--- src/rtl/queue_ctrl.sv ---
// Sequencing controller between the byte deserializer and the 8-entry byte queue: one-byte holding
// register, enqueue throttling and round-robin shared dequeue. Optional drop counter: QUEUE_CTRL_DROP_CNT_EN.
module queue_ctrl #(
    parameter int QUEUE_DEPTH = 8,
    parameter int LEN_W       = 4,
    parameter int DEQ_LAT     = 1
) (
    input  logic             clock,
    input  logic             reset,
    input  logic             deser_valid_in,
    input  logic [7:0]       deser_data_in,
    output logic             deser_ready_out,
    output logic             enq_out,
    output logic [7:0]       enq_data_out,
    input  logic [LEN_W-1:0] q_len_in,
    output logic             deq_out,
    input  logic [7:0]       q_data_in,
    input  logic [1:0]       req_in,
    output logic [1:0]       gnt_out,
    output logic             rd_valid_out,
    output logic [7:0]       rd_data_out,
    output logic [7:0]       drop_cnt_out
);

    localparam logic [LEN_W:0] DEPTH_L  = (LEN_W + 1)'(QUEUE_DEPTH);
    localparam logic [1:0]     LAT_LAST = 2'(DEQ_LAT - 1);

    typedef enum logic [1:0] {
        IDLE    = 2'd0,
        ISSUE   = 2'd1,
        WAIT    = 2'd2,
        DELIVER = 2'd3
    } state_t;

    state_t      state_q, state_d;
    logic [1:0]  wait_cnt_q, wait_cnt_d;
    logic [1:0]  gnt_q, gnt_d;
    logic        last_gnt_q, last_gnt_d;
    logic        deq_q, deq_d;
    logic        rd_valid_q, rd_valid_d;
    logic [7:0]  rd_data_q, rd_data_d;
    logic [7:0]  hold_q, hold_d;
    logic        hold_v_q, hold_v_d;
    logic        enq_q, enq_d;
    logic [7:0]  enq_data_q, enq_data_d;
    logic        ready_q, ready_d;

    logic [LEN_W:0] eff_len;
    logic [LEN_W:0] eff_next;
    logic           full;
    logic           empty;
    logic           accept;

    // Occupancy as the queue will see it once the strobes now on the bus have landed.
    assign eff_len = {1'b0, q_len_in} + {{LEN_W{1'b0}}, enq_q} - {{LEN_W{1'b0}}, deq_q};
    assign full    = (eff_len >= DEPTH_L);
    assign empty   = (eff_len == '0);
    assign accept  = deser_valid_in & ready_q;

    always_comb begin
        state_d     = state_q;
        wait_cnt_d  = wait_cnt_q;
        gnt_d       = gnt_q;
        last_gnt_d  = last_gnt_q;
        deq_d       = 1'b0;
        rd_valid_d  = 1'b0;
        rd_data_d   = rd_data_q;
        case (state_q)
            IDLE: begin
                if ((req_in != 2'b00) && !empty) begin
                    state_d = ISSUE;
                    deq_d   = 1'b1;
                    if (req_in == 2'b11) begin
                        gnt_d = last_gnt_q ? 2'b01 : 2'b10;
                    end else begin
                        gnt_d = req_in;
                    end
                end
            end
            ISSUE: begin
                state_d    = WAIT;
                wait_cnt_d = 2'd0;
            end
            WAIT: begin
                if (wait_cnt_q == LAT_LAST) begin
                    rd_data_d  = q_data_in;
                    rd_valid_d = 1'b1;
                    state_d    = DELIVER;
                end else begin
                    wait_cnt_d = wait_cnt_q + 2'd1;
                end
            end
            DELIVER: begin
                last_gnt_d = gnt_q[1];
                gnt_d      = 2'b00;
                state_d    = IDLE;
            end
            default: begin
                state_d = IDLE;
            end
        endcase
    end

    // The held byte always goes first; a same-cycle arrival takes its place in the holding register.
    always_comb begin
        enq_d      = 1'b0;
        enq_data_d = enq_data_q;
        hold_d     = hold_q;
        hold_v_d   = hold_v_q;
        if (hold_v_q) begin
            if (!full) begin
                enq_d      = 1'b1;
                enq_data_d = hold_q;
                hold_v_d   = 1'b0;
                if (accept) begin
                    hold_d   = deser_data_in;
                    hold_v_d = 1'b1;
                end
            end
        end else if (accept) begin
            if (!full) begin
                enq_d      = 1'b1;
                enq_data_d = deser_data_in;
            end else begin
                hold_d   = deser_data_in;
                hold_v_d = 1'b1;
            end
        end
    end

    // Ready is precomputed from next-cycle occupancy so the flop always matches !hold_v | !full.
    always_comb begin
        eff_next = eff_len + {{LEN_W{1'b0}}, enq_d} - {{LEN_W{1'b0}}, deq_d};
        ready_d  = !hold_v_d || (eff_next < DEPTH_L);
    end

    always_ff @(posedge clock or negedge reset) begin
        if (!reset) begin
            state_q    <= IDLE;
            wait_cnt_q <= 2'd0;
            gnt_q      <= 2'b00;
            last_gnt_q <= 1'b1;
            deq_q      <= 1'b0;
            rd_valid_q <= 1'b0;
            rd_data_q  <= 8'h00;
            hold_q     <= 8'h00;
            hold_v_q   <= 1'b0;
            enq_q      <= 1'b0;
            enq_data_q <= 8'h00;
            ready_q    <= 1'b1;
        end else begin
            state_q    <= state_d;
            wait_cnt_q <= wait_cnt_d;
            gnt_q      <= gnt_d;
            last_gnt_q <= last_gnt_d;
            deq_q      <= deq_d;
            rd_valid_q <= rd_valid_d;
            rd_data_q  <= rd_data_d;
            hold_q     <= hold_d;
            hold_v_q   <= hold_v_d;
            enq_q      <= enq_d;
            enq_data_q <= enq_data_d;
            ready_q    <= ready_d;
        end
    end

`ifdef QUEUE_CTRL_DROP_CNT_EN
    logic [7:0] drop_cnt_q, drop_cnt_d;

    always_comb begin
        drop_cnt_d = drop_cnt_q;
        if (deser_valid_in && !ready_q && (drop_cnt_q != 8'hFF)) begin
            drop_cnt_d = drop_cnt_q + 8'd1;
        end
    end

    always_ff @(posedge clock or negedge reset) begin
        if (!reset) begin
            drop_cnt_q <= 8'h00;
        end else begin
            drop_cnt_q <= drop_cnt_d;
        end
    end

    assign drop_cnt_out = drop_cnt_q;
`else
    assign drop_cnt_out = 8'h00;
`endif

    assign deser_ready_out = ready_q;
    assign enq_out         = enq_q;
    assign enq_data_out    = enq_data_q;
    assign deq_out         = deq_q;
    assign gnt_out         = gnt_q;
    assign rd_valid_out    = rd_valid_q;
    assign rd_data_out     = rd_data_q;

endmodule

--- config.mk ---
export PLATFORM = sky130hd
export DESIGN_NAME = queue_ctrl
export DESIGN_NICKNAME = d
export VERILOG_FILES = /design/src/rtl/queue_ctrl.sv
export SDC_FILE = /design/constraint.sdc
export NUM_CORES = 1
export LEC_CHECK = 0
export CORE_MARGIN = 2
export CORE_UTILIZATION = 52
export CTS_CLUSTER_DIAMETER = 100
export DETAILED_ROUTE_END_ITERATION = 8
export HOLD_SLACK_MARGIN = 0.05
export PLACE_DENSITY_LB_ADDON = 0.25
export SLEW_MARGIN = 20
export SYNTH_ARGS = -nofsm -noshare
export SYNTH_HDL_FRONTEND = slang
export SYNTH_SLANG_ARGS = --single-unit
--- constraint.sdc ---
create_clock -name clock -period 7.4 [get_ports clock]
set_input_delay 0.74 -clock clock [delete_from_list [all_inputs] [get_ports clock]]
set_output_delay 0.74 -clock clock [all_outputs]
set_load 0.03 [all_outputs]
Yosys cells after proc, flatten, opt, wreduce, memory -nomap -nowiden
Index checks and enable logic that the tools add are counted.

word-level totals
  bits in registers = 36
  latch bits = 0
  RAM bits = 0
  memory bits (read-only) = 0
  input bits = 25
  output and inout bits = 30
  logic and storage cells = 78
  memories kept = 0

cells by class
  add/subtract/negate cells = 5
  $mul = 0
  div/mod/pow operators = 0
  $lt $le $gt $ge = 2
  eq/ne operators = 8
  shifts and indexed selects = 0
  multiplexer cells = 30
  bitwise logic cells = 2
  reduce and logical (&&, ||, !) cells = 19

operators by type and width
  operator                                                     number
  two-way mux 8 bit                                            9
  two-way mux 1 bit                                            12
  two-way mux 2 bit                                            6
  nonzero test 2 bit                                           6
  AND reduction 2 bit                                          5
  subtractor 5 x 1 -> 5 bit                                    2
  != test 2 bit (second input constant)                        4
  case mux 2 bit (2 select lines)                              2
  case mux 2 bit (4 select lines)                              1
  equality test 2 bit (second input constant)                  3
  adder 4 x 1 -> 5 bit                                         1
  adder 5 x 1 -> 5 bit                                         1
  >= comparator 5 x 4 -> 1 bit (second input constant)         1
  logical NOT 5 bit                                            1
  less-than comparator 5 x 4 -> 1 bit (second input constant)  1
  logical NOT 2 bit                                            2
  AND reduction 4 bit                                          1
  adder 2 x 1 -> 2 bit (second input constant)                 1
  equality test 2 x 1 -> 1 bit (second input constant)         1
  logical NOT 1 bit                                            2
  AND 1 bit                                                    1
  logical AND 1 bit                                            1
  logical OR 1 bit                                             1
  inverter 1 bit                                               1

Depth between registers and ports, before layout
  word-level depth = 10
  depth in mapped cells = 17
  mapped depth without buffers = 17

Worst setup path after synthesis
No wires, ideal clock.

  path kind = input to register
  from = input q_len_in[0]
  to = register ready_q, in the netlist deser_ready_out
  library setup time = 0.098 ns
  arrival time = 3.521 ns
  data required time = 7.302 ns
  path slack = 3.781 ns
  stages on the path = 17
  buffers on the path = 0
  cells stage by stage = inv_1 -> ha_1 -> inv_1 -> ha_1 -> inv_1 -> fa_1 -> nand2b_1 -> a21oi_2 -> xnor2_2 -> a41oi_2 -> and2_1 -> ha_1 -> inv_1 -> ha_1 -> nand3b_1 -> o21a_1 -> o311ai_1

on the way
  longest elaborated chain between the ends = 10
  elaborated cells between the ends (all ways) = 20
  classes of those cells = 4 x add/sub; 2 x order compare; 9 x mux; 5 x reduce/logical

ends and longest elaborated chain
  item                                 RTL line  source
  start: declaration                   15        input logic [LEN_W-1:0] q_len_in,
  adder 4 x 1 -> 5 bit                 55        assign eff_len = {1'b0, q_len_in} + {{LEN_W{1'b0}}, enq_q} - {{LEN_W{1'b0}}, deq_q};
  subtractor 5 x 1 -> 5 bit            55
  logical NOT 5 bit                    57        assign empty = (eff_len == '0);
  logical NOT 1 bit                    70        if ((req_in != 2'b00) && !empty) begin
  logical AND 1 bit                    70
  two-way mux 1 bit                    70
  two-way mux 1 bit                    68        case (state_q)
  via deq_d                            39        logic deq_q, deq_d;
  subtractor 5 x 1 -> 5 bit            133       eff_next = eff_len + {{LEN_W{1'b0}}, enq_d} - {{LEN_W{1'b0}}, deq_d};
  less-than comparator 5 x 4 -> 1 bit  134       ready_d = !hold_v_d || (eff_next < DEPTH_L);
  logical OR 1 bit                     134
  via ready_d                          46        logic ready_q, ready_d;
  end signal: assignment               163       ready_q <= ready_d;
  end: declaration                     46

The timed path passes the listed nets, and every way through them passes these cells.
A chain may end at the register's enable or synchronous reset.

Final worst setup path
Same ends and word-level chain as after synthesis.

==> results.yml <==
routing:
  wl_per_cell_um: 14.0
  antenna_left: 0
  drc: 0
  drt_iter0_drc: 41
  vias: 1407
  wirelength_um: 3850
  post_drt_via_cell_ratio: 5.12
  first_pass_iters: 4
global_route:
  grt_usage_pct: 19.2
  grt_max_degree: 37
  grt.overflow.total: 0
  grt_antenna_before_repair: 0
  grt_pass1_wl_um: 6330
  grt_pass1_vias: 1470
yosys:
  yosysTopAreaCell: "dfrtp_1"
  ys_ff_latch: 36
  ys_types: 39
  synth_top_area_share_pct: 41.9
  yosysSeqAreaShare_pct: 44.5
  synth-edff-count: 0
  synthFlopType: "dfrtp_1"
  syn-cell-area_um2: 2030
  avgSynthCellArea_um2: 11.5
  synth_cells: 177
  synthMostInstantiatedCell: "dfrtp_1"
  netlist_top_cells_count: "dfrtp_1 (34), inv_1 (21), nand2_1 (19), ha_1 (14)"
  synth-warning-count: 0
  synthArstFlopShare_pct: 100
  synthTopCellsByArea: "dfrtp_1 (42%), ha_1 (8.6%), mux2_4 (6.7%), mux2_2 (5.0%), mux2i_1 (4.4%)"
sta:
  holdWs_ns: 0.486
  setup_tns_ns: 0
  skew_ns: 0.00908
  hold_viol_final: 0
  rsz0062_at_grt: "false"
  maxSlewViolCount: 0
  period_needed_ns: 4.14
  fin_crit_sh_pct: 55.9
  max-slew-margin-rel_pct: 39.9
  tightest_slew_ns: 0.901
  setup_violations: 0
  max_freq_mhz: 242
power:
  powerDensity_nw_per_um2: 410
  p_total_mw: 1.06
  combPwrFrac_pct: 54.3
  p_clk_share_pct: 12.6
  peakVddDrop_mv: 0.190
  power.switching_mw: 0.430
  internal_power_mw: 0.631
  power.leakage_nw: 1.21
  p_seq_share_pct: 33.1
  switching_share_pct: 40.6
worst_hold_path:
  hp-class: "register to register"
worst_setup_path:
  cp-start-kind: "input port"
  critPathKind: "input port to register"
  critPathArrivalTime_ns: 4.31
  end_kind: "register"
  cp_max_fo: 6
  required_ns: 7.57
clocking:
  htreeDepth: 2
  cts_tree: "built"
  cts_hold_buf: 0
  post_cts_buffers: 0
  cts_buffers: 5
  cts_buffer_depth: 2
  cts_resized: 0
  cts-root-buf: "clkbuf_8"
  clkTransAtPathRegs_ns: 0.07
  clock_sinks: 36
  clk_latency_ns: 0.29
layout:
  nNetsFinal: 266
  syn2layout_area_growth_pct: 27.4
  drive_gt1_share_pct: 15.4
  antenna_cells: 0
die:
  core_area_um2: 3720
  die_height_um: 66.5
  dieArea_um2: 4420
  die_w_um: 66.5
  start_util_pct: 54.6
  io_pins: 55
  num_rows: 22
placement:
  dp_hpwl_um: 2960
  port_buffers: 46
  finalWeightedCongestion: 0.769
status:
  outcome: "finished clean"
run:
  maxCapViolations: 0
metal layers:
layer,part of all wire [%],up-vias,global-route usage (%)
li1,-,680,-
met1,40,688,20.8
met2,54,35,33.9
met3,5.6,4,6.93
met4,0.80,0,7.91
met5,0,-,0
kinds of logic after synthesis:
logic type,after synthesis,synth area share (%)
other,1,0.185
DFF,36,44.5
AOI/OAI and AO/OA,28,10.6
muxes,28,16.6
adders and majority gates,16,10.1
xor gates and xnor gates,6,3.88
buffers and inverters,32,7.40
and+or+nand+nor,30,6.66
metrics by stage:
step	cell area, um^2	instances	util (%)	setup WS, ns
2_1_floorplan	2060	184	-	3.78
3_3_place_gp	2500	267	67.3	3.20
3_5_place_dp	2500	267	67.3	3.00
4_1_cts	2580	275	69.6	3.29
5_1_grt	2580	275	69.6	3.09
6_report	2580	275	69.6	3.26
final timing paths:
| path | from | end | slack [ns] | cells past startpoint |
|---|---|---|---|---|
| worst max-delay path | q_len_in[0] | deser_ready_out$_DFF_PN1_ | 3.26 | 18 |
| worst min-delay path | enq_data_out[2]$_DFFE_PN0P_ | enq_data_out[2]$_DFFE_PN0P_ | 0.49 | 2 |
| worst min register to register | enq_data_out[2]$_DFFE_PN0P_ | enq_data_out[2]$_DFFE_PN0P_ | 0.49 | 2 |
| max in group asynchronous | reset | enq_out$_DFF_PN0_ | 6.26 | 1 |
| worst max register to register | deq_out$_DFF_PN0_ | deser_ready_out$_DFF_PN1_ | 3.84 | 16 |
| min in group asynchronous | reset | gnt_out[0]$_DFFE_PN0P_ | 0.57 | 1 |
critical path, cell delays in order:
cell and delay, ns:
clkdlybuf4s50_1 0.45, inv_1 0.04, ha_1 0.27, inv_1 0.06, ha_1 0.16, inv_1 0.06
fa_1 0.40, nand2b_1 0.17, a21oi_2 0.18, xnor2_2 0.15, a41oi_2 0.38, and2_1 0.21
ha_1 0.15, inv_1 0.04, ha_1 0.27, nand3b_1 0.10, o21a_1 0.19, o311ai_1 0.31
power by group through the flow:
stage	Combinational, mW	Clock, mW	Sequential, mW
3_3_place_gp	0.555	0	0.349
6_report	0.576	0.133	0.351
2_1_floorplan	0.297	0	0.446
5_1_grt	0.623	0.148	0.362
4_1_cts	0.582	0.139	0.353
3_5_place_dp	0.579	0	0.356
area by class of cell:
class,instances,area (um^2)
clock inverters,1,8.76
fillers,288,1130
repair buffers,46,455
well taps,48,60.1
flip-flops and latches,36,903
inverters,21,78.8
multi-input cells,116,1000
clock buffers,7,76.3
state kept, by name, indices dropped and copies added (netlist names), 2 cells and up:
signal / count
gnt_out: 2
hold_q: 8
enq_data_out: 8
rd_data_out: 8
wait_cnt_q: 2
state_q: 2
placed cells by master (no fill, tap or decap), types with 2 or more instances in the layout:
| cell type | synthesis | layout |
|---|---|---|
| clkdlybuf4s50_1 | 0 | 45 |
| nand2_1 | 19 | 19 |
| mux2i_1 | 9 | 9 |
| nor2_1 | 4 | 4 |
| inv_1 | 21 | 21 |
| xnor2_1 | 2 | 2 |
| xor2_1 | 2 | 2 |
| o22ai_1 | 2 | 2 |
| a22oi_1 | 2 | 2 |
| dfstp_2 | 2 | 2 |
| o21ai_0 | 9 | 9 |
| dfrtp_1 | 34 | 34 |
| o31ai_1 | 2 | 2 |
| clkbuf_1 | 3 | 2 |
| a21oi_1 | 3 | 3 |
| mux2_2 | 9 | 9 |
| clkbuf_8 | 0 | 5 |
| mux2_4 | 9 | 9 |
| conb_1 | 1 | 8 |
| ha_1 | 14 | 14 |
| nand2b_1 | 3 | 3 |
(Power assumes the default switching activity.)
